$ cat src/rtl/restoring_divider_seq.sv
//==============================================================================
// Module      : restoring_divider_seq
// Description : Multi-cycle restoring divider, one quotient bit per clock,
//               start/busy/done handshake. DIV_SIGNED_EN selects signed mode.
// Revision    : 1.0 - initial release
//==============================================================================
`default_nettype none

module restoring_divider_seq #(
   parameter int WIDTH = 4
) (
   input  logic             clk,
   input  logic             rst,
   input  logic             start,
   input  logic [WIDTH-1:0] dividend,
   input  logic [WIDTH-1:0] divisor,
   output logic             busy,
   output logic             done,
   output logic [WIDTH-1:0] quotient,
   output logic [WIDTH-1:0] remainder,
   output logic             div_by_zero
);

   localparam int                 c_CNT_W   = $clog2(WIDTH) + 1;
   localparam logic [c_CNT_W-1:0] c_LAST    = c_CNT_W'(WIDTH - 1);
   localparam logic [c_CNT_W-1:0] c_CNT_ONE = c_CNT_W'(1);

   localparam logic [1:0] c_ST_IDLE = 2'd0;
   localparam logic [1:0] c_ST_RUN  = 2'd1;
   localparam logic [1:0] c_ST_DONE = 2'd2;

   logic [1:0]         r_state;
   logic [c_CNT_W-1:0] r_cnt;
   logic [WIDTH-1:0]   r_rem;
   logic [WIDTH-1:0]   r_quo;
   logic [WIDTH-1:0]   r_div;
   logic [WIDTH-1:0]   r_quotient;
   logic [WIDTH-1:0]   r_remainder;
   logic               r_dbz;

   logic [WIDTH:0]     w_part;
   logic [WIDTH+1:0]   w_trial;
   logic               w_borrow;
   logic [WIDTH-1:0]   w_rem_next;
   logic [WIDTH-1:0]   w_quo_next;
   logic [WIDTH-1:0]   w_dvd_mag;
   logic [WIDTH-1:0]   w_dvs_mag;
   logic [WIDTH-1:0]   w_quo_fix;
   logic [WIDTH-1:0]   w_rem_fix;

   // Partial remainder keeps the bit shifted out of R, so 2R+1 never truncates.
   always_comb begin
      w_part     = {r_rem, r_quo[WIDTH-1]};
      w_trial    = {1'b0, w_part} - {2'b00, r_div};
      w_borrow   = w_trial[WIDTH+1];
      w_rem_next = w_borrow ? w_part[WIDTH-1:0] : w_trial[WIDTH-1:0];
      w_quo_next = {r_quo[WIDTH-2:0], ~w_borrow};
   end

`ifdef DIV_SIGNED_EN
   logic r_neg_q;
   logic r_neg_r;

   // Magnitude of the most-negative value is 2^(WIDTH-1), representable unsigned.
   always_comb begin
      w_dvd_mag = dividend[WIDTH-1] ? -dividend : dividend;
      w_dvs_mag = divisor[WIDTH-1]  ? -divisor  : divisor;
      w_quo_fix = r_neg_q ? -w_quo_next : w_quo_next;
      w_rem_fix = r_neg_r ? -w_rem_next : w_rem_next;
   end

   always_ff @(posedge clk) begin
      if (rst) begin
         r_neg_q <= 1'b0;
         r_neg_r <= 1'b0;
      end else if (r_state == c_ST_IDLE && start) begin
         r_neg_q <= dividend[WIDTH-1] ^ divisor[WIDTH-1];
         r_neg_r <= dividend[WIDTH-1];
      end
   end
`else
   always_comb begin
      w_dvd_mag = dividend;
      w_dvs_mag = divisor;
      w_quo_fix = w_quo_next;
      w_rem_fix = w_rem_next;
   end
`endif

   always_ff @(posedge clk) begin
      if (rst) begin
         r_state     <= c_ST_IDLE;
         r_cnt       <= '0;
         r_rem       <= '0;
         r_quo       <= '0;
         r_div       <= '0;
         r_quotient  <= '0;
         r_remainder <= '0;
         r_dbz       <= 1'b0;
      end else begin
         case (r_state)
            c_ST_IDLE: begin
               if (start) begin
                  r_rem <= '0;
                  r_quo <= w_dvd_mag;
                  r_div <= w_dvs_mag;
                  r_cnt <= '0;
                  if (divisor == '0) begin
                     r_quotient  <= '1;
                     r_remainder <= dividend;
                     r_dbz       <= 1'b1;
                     r_state     <= c_ST_DONE;
                  end else begin
                     r_dbz   <= 1'b0;
                     r_state <= c_ST_RUN;
                  end
               end
            end
            c_ST_RUN: begin
               r_rem <= w_rem_next;
               r_quo <= w_quo_next;
               r_cnt <= r_cnt + c_CNT_ONE;
               if (r_cnt == c_LAST) begin
                  r_quotient  <= w_quo_fix;
                  r_remainder <= w_rem_fix;
                  r_state     <= c_ST_DONE;
               end
            end
            c_ST_DONE: r_state <= c_ST_IDLE;
            default:   r_state <= c_ST_IDLE;
         endcase
      end
   end

   assign busy        = (r_state != c_ST_IDLE);
   assign done        = (r_state == c_ST_DONE);
   assign quotient    = r_quotient;
   assign remainder   = r_remainder;
   assign div_by_zero = r_dbz;

endmodule

`default_nettype wire

$ cat config.mk
export PLATFORM = sky130hd
export DESIGN_NAME = restoring_divider_seq
export DESIGN_NICKNAME = d
export VERILOG_FILES = /design/src/rtl/restoring_divider_seq.sv
export SDC_FILE = /design/constraint.sdc
export NUM_CORES = 1
export LEC_CHECK = 0
export CORE_MARGIN = 2
export CORE_UTILIZATION = 58
export CTS_BUF_LIST = sky130_fd_sc_hd__clkbuf_4 sky130_fd_sc_hd__clkbuf_8
export DETAILED_ROUTE_END_ITERATION = 10
export MAX_ROUTING_LAYER = met4
export PLACE_DENSITY = 0.87
export SYNTH_ARGS = -nofsm -noshare
export SYNTH_HDL_FRONTEND = slang
export SYNTH_SLANG_ARGS = --single-unit
export TNS_END_PERCENT = 1
$ cat constraint.sdc
create_clock -name clk -period 4.3 [get_ports clk]
set_input_delay 0.86 -clock clk [delete_from_list [all_inputs] [get_ports clk]]
set_output_delay 0.86 -clock clk [all_outputs]
set_load 0.01 [all_outputs]
**Yosys cells after proc, flatten, opt, wreduce, memory -nomap -nowiden**

Index checks and enable logic that the tools add are counted.
W data, S select, Z words.

- Add/subtract/negate cells: 2
- Multiplexer cells: 20
- Bitwise logic cells: 1
- Reduce and logical (&&, ||, !) cells: 8
- Eq/ne operators: 6

Operator list:

| kind | count |
|---|---|
| $mux W4 | 9 |
| $pmux W4 S2 | 4 |
| $mux W2 | 3 |
| $ne A2 B2 Y1 const B | 3 |
| $pmux W3 S2 | 1 |
| $reduce_and A2 Y1 | 3 |
| $sub A5 B4 Y6 | 1 |
| $logic_not A4 Y1 | 1 |
| $pmux W2 S2 | 1 |
| $reduce_and A4 Y1 | 1 |
| $reduce_bool A2 Y1 | 2 |
| $add A3 B1 Y3 const B | 1 |
| $eq A3 B2 Y1 const B | 1 |
| $mux W3 | 1 |
| $eq A2 B1 Y1 const B | 1 |
| $eq A2 B2 Y1 const B | 1 |
| $logic_not A2 Y1 | 1 |
| $mux W1 | 1 |
| $not A1 Y1 | 1 |

- Output and inout port bits: 11
- Input bits: 11
- Bits in registers: 26
- Word-level logic and storage cells: 45

**Depth between registers and ports, before layout**

- Depth in word-level cells: 4
- Mapped depth: 8
- Mapped depth without buffers: 8

**Worst setup path before layout**

No wires, ideal clock.

- Path type: input port to flip-flop
- Start: input divisor[3]
- End: register r_quotient[2], in the netlist quotient[2]
- Arrival time: 1.881 ns
- Required time: 4.221 ns
- Buffers on the path: 1
- Stages: 6
- Slack: 2.339 ns
- Cell sequence: nor4_4 > nand3b_2 > a21oi_4 > buf_6 > nor2_2 > a211oi_2

- Word-level cells in the longest chain between the ends: 3

Ends and longest elaborated chain:

| element | RTL line | text |
|---|---|---|
| from (decl) | 16 | `input logic [WIDTH-1:0] divisor,` |
| $logic_not A4 Y1 | 108 | `if (divisor == '0) begin` |
| $ne A2 B2 Y1 (no line) | n/a |  |
| $reduce_and A4 Y1 (no line) | n/a |  |
| to (signal assigned) | 124 | `r_quotient <= w_quo_fix;` |
| to (decl) | 37 | `logic [WIDTH-1:0] r_quotient;` |

No other way between the ends.
A chain may end at the register's enable or synchronous reset.

**Final worst setup path**

- Start: register r_state[1]
- End: output busy

- Word-level cells in the longest chain between the ends: 1

Ends and longest elaborated chain:

| element | RTL line | text |
|---|---|---|
| from (decl) | 32 | `logic [1:0] r_state;` |
| from (signal assigned) | 92 | `r_state <= c_ST_IDLE;` |
| from (signal assigned) | 112 | `r_state <= c_ST_DONE;` |
| from (signal assigned) | 115 | `r_state <= c_ST_RUN;` |
| $reduce_bool A2 Y1 | 135 | `assign busy = (r_state != c_ST_IDLE);` |
| to (decl) | 17 | `output logic busy,` |

No other way between the ends.

==> reports/summary.txt <==
global-route wire length before repair: 4.33 mm
count of input and output buffers: 21
class of the tightest hold or removal check: reg -> reg
netlist area before placement: 1250 um2
highest cell delay on the worst timing path: 0.49 ns
# IOs: 22
remaining design rule violation count: 0
die outline height: 50.4 um
critical path cell sequence: or2_2 > clkdlybuf4s50_1
Gate Count Post-Synth: 143
Final Instance Area: 1510 um2
Filler Cell Count: 156
largest family of logic cells by synthesized area: simple AND/OR/NAND/NOR gates
RSZ-0062 raised after global routing: no
number of buffers created by CTS: 3
Skew-Pair Late Insertion Delay: 0.33 ns
adder and majority cell fraction of the synthesized area: 7.63%
drt first pass iters: 4
GRT Overall Usage: 23.2%
sequential area share after synthesis: 41.8%
number of clock sinks seen by CTS: 26
post-layout instance count excluding filler cells: 188
slew margin rel.: 38.0%
hold slack: 0.483 ns
most frequent cells in the layout: 30 x sky130_fd_sc_hd__nor2_1, 26 x sky130_fd_sc_hd__dfxtp_1, 21 x sky130_fd_sc_hd__clkdlybuf4s50_1, 11 x sky130_fd_sc_hd__nand2_1, 11 x sky130_fd_sc_hd__a21oi_1
largest area contributor in the synthesized netlist: sky130_fd_sc_hd__dfxtp_1
number of placement rows: 16
synthesized netlist net count: 161
mean instance size in the synthesized netlist: 8.71 um2
Post-DP Area: 1460 um2
Clock Skews: 0.00561 ns
xor and xnor fraction of the mapped netlist area: 0.703%
final-report max-slew violation count: 0
initial antenna violation count: 0
Multi-input gate area: 664 um2
Area contributors post-synth: sky130_fd_sc_hd__dfxtp_1 42%, sky130_fd_sc_hd__nor2_1 9.0%, sky130_fd_sc_hd__ha_1 6.0%, sky130_fd_sc_hd__a21oi_1 4.4%, sky130_fd_sc_hd__a211oi_1 3.6%
type of the worst setup path: reg -> out
Die Footprint: 2540 um2
Worst Tran Pin Value: 0.927 ns
TritonCTS clock tree: done
wire length per cell: 13.5 um
flip-flop and latch area: 520 um2
total number of H-tree levels: 1
area fraction in and, or, nand and nor cells after synthesis: 21.8%
Final GP Congestion: 0.795
final-report setup violation count: 0
most common library cell in the layout ignoring fill and taps: sky130_fd_sc_hd__nor2_1
portion of netlist area occupied by mux cells: 1.61%
number of hold violations in the final report: 0
Final ANT Viol Nets: 0
total via count after detailed routing: 1068
CTS clock-pin slew for the worst setup and hold paths: 0.15 ns
post-layout min period: 2.45 ns
peak supply drop: 0.250 mV
leakage power figure: 0.551 nW
area overhead of the layout relative to synthesis: 21.0%
portion of synthesized cell area occupied by the leading cell type: 41.8%
crit end category: output pin
initial cell density of the core: 62.2%
overall die width: 50.4 um
Max Freq: 408 MHz
flops & latches, synth: 26
total power density per cell area: 359 nW/um2
routed via count divided by cell count: 5.68
share of the clock period used by the worst path: 57.1%
clock buffer depth: 2
nature of the critical path startpoint: register
number of library cell types mapped by synthesis: 37
Detail Placement HPWL: 1.79 mm
sum of negative setup slack: 0 ns
Synth Area in Compound Gates: 21.6%
post_cts resized: 0
root buffer selected by CTS: sky130_fd_sc_hd__clkbuf_4
result of the run: finished clean
CP Data Arrival Time: 1.59 ns
Post-CTS Repair Setup Buffers: 0
Crit-path slowest cell: sky130_fd_sc_hd__clkdlybuf4s50_1
worst path required time: 3.44 ns
number of violations of the max-capacitance limit: 0
initial detailed-routing violation count: 20
total wire length after detailed routing: 2.54 mm
count of warnings emitted by yosys: 0
largest fanout on the critical path: 7
pin count of the biggest net entering global routing: 28
fraction of final layout cells sized beyond drive strength 1: 9.32%
number of global-route vias before repair: 989
number of nets in the layout: 180
grt ovf: 0
cts hold-fix bufs: 0
ANT cells: 0
# placed instances: 184
core box area: 2000 um2
[final timing paths]
kind	start	endpoint	slack, ns	cells after the start
max	r_state[1]	busy	1.85	2
min	r_rem[3]	r_rem[3]	0.48	2
max reg2reg	r_rem[0]	remainder[3]	2.33	6
min reg2reg	r_rem[3]	r_rem[3]	0.48	2
[cell type report]
class / count / area share, %
Tap cell: 27 / 2.24
Clock inverter: 1 / 1.99
Inverter: 7 / 1.74
Sequential cell: 26 / 34.5
Timing Repair Buffer: 21 / 13.9
Clock buffer: 3 / 1.49
Multi-Input combinational cell: 103 / 44.1
[per-layer routing]
| layer | track usage (%) | share of wire [%] | vias up |
|---|---|---|---|
| li1 | - | - | 539 |
| met1 | 27.2 | 45 | 493 |
| met2 | 39.7 | 49 | 30 |
| met3 | 3.87 | 4.5 | 6 |
| met4 | 9.01 | 1.9 | 0 |
| met5 | - | 0 | - |
[worst max-delay path: cells and delay by family, from the launching register on]
kind	cells	cell delay [ns]
buffers and inverters	1	0.49
flip-flops	1	0.41
AND/OR/NAND/NOR	1	0.36
[registers in the layout (all words and copies together) (netlist names)]
register / count
r_state: 2
r_quo: 4
r_rem: 4
quotient: 4
remainder: 4
r_cnt: 3
div_by_zero: 1
r_div: 4
[cell families (layout without fill, tap and decap cells)]
family / Yosys count / after routing
compound gates: 37 / 37
xor+xnor: 1 / 1
fa+ha+maj: 7 / 7
buf+inv: 14 / 32
flops: 26 / 26
mux: 2 / 2
simple gates: 56 / 56
[synthesized netlist by cell type (all sizes together)]
library cell / n
mux2i: 2
o31ai: 1
nand2: 11
or4b: 1
xnor2: 1
nor2b: 4
nand3b: 2
a22oi: 1
o211ai: 2
o2111ai: 1
a311oi: 4
buf: 3
nor4: 1
or2: 3
o21a: 1
o31a: 1
clkbuf: 4
ha: 6
inv: 7
o32a: 1
a221oi: 1
a21oi: 12
nor3: 1
a31oi: 1
nand2b: 1
o21ai: 3
o41ai: 1
fa: 1
a211oi: 7
dfxtp: 26
nor2: 32
[power by group]
part	total [mW]	switching [mW]	internal, mW
Sequential	0.264	0.00973	0.254
Combinational	0.105	0.0586	0.0461
Clock	0.173	0.0790	0.0944
[per-stage QoR]
stage          power, mW  utilization, %  setup slack, ns
3_5_place_dp       0.372            72.7             1.62
3_3_place_gp       0.367            72.7             1.69
2_1_floorplan      0.339               -             2.34
5_1_grt            0.566            75.3             1.80
4_1_cts            0.540            75.3             1.86
6_report           0.542            75.3             1.85
No activity file was read; power rests on OpenSTA's default activity.
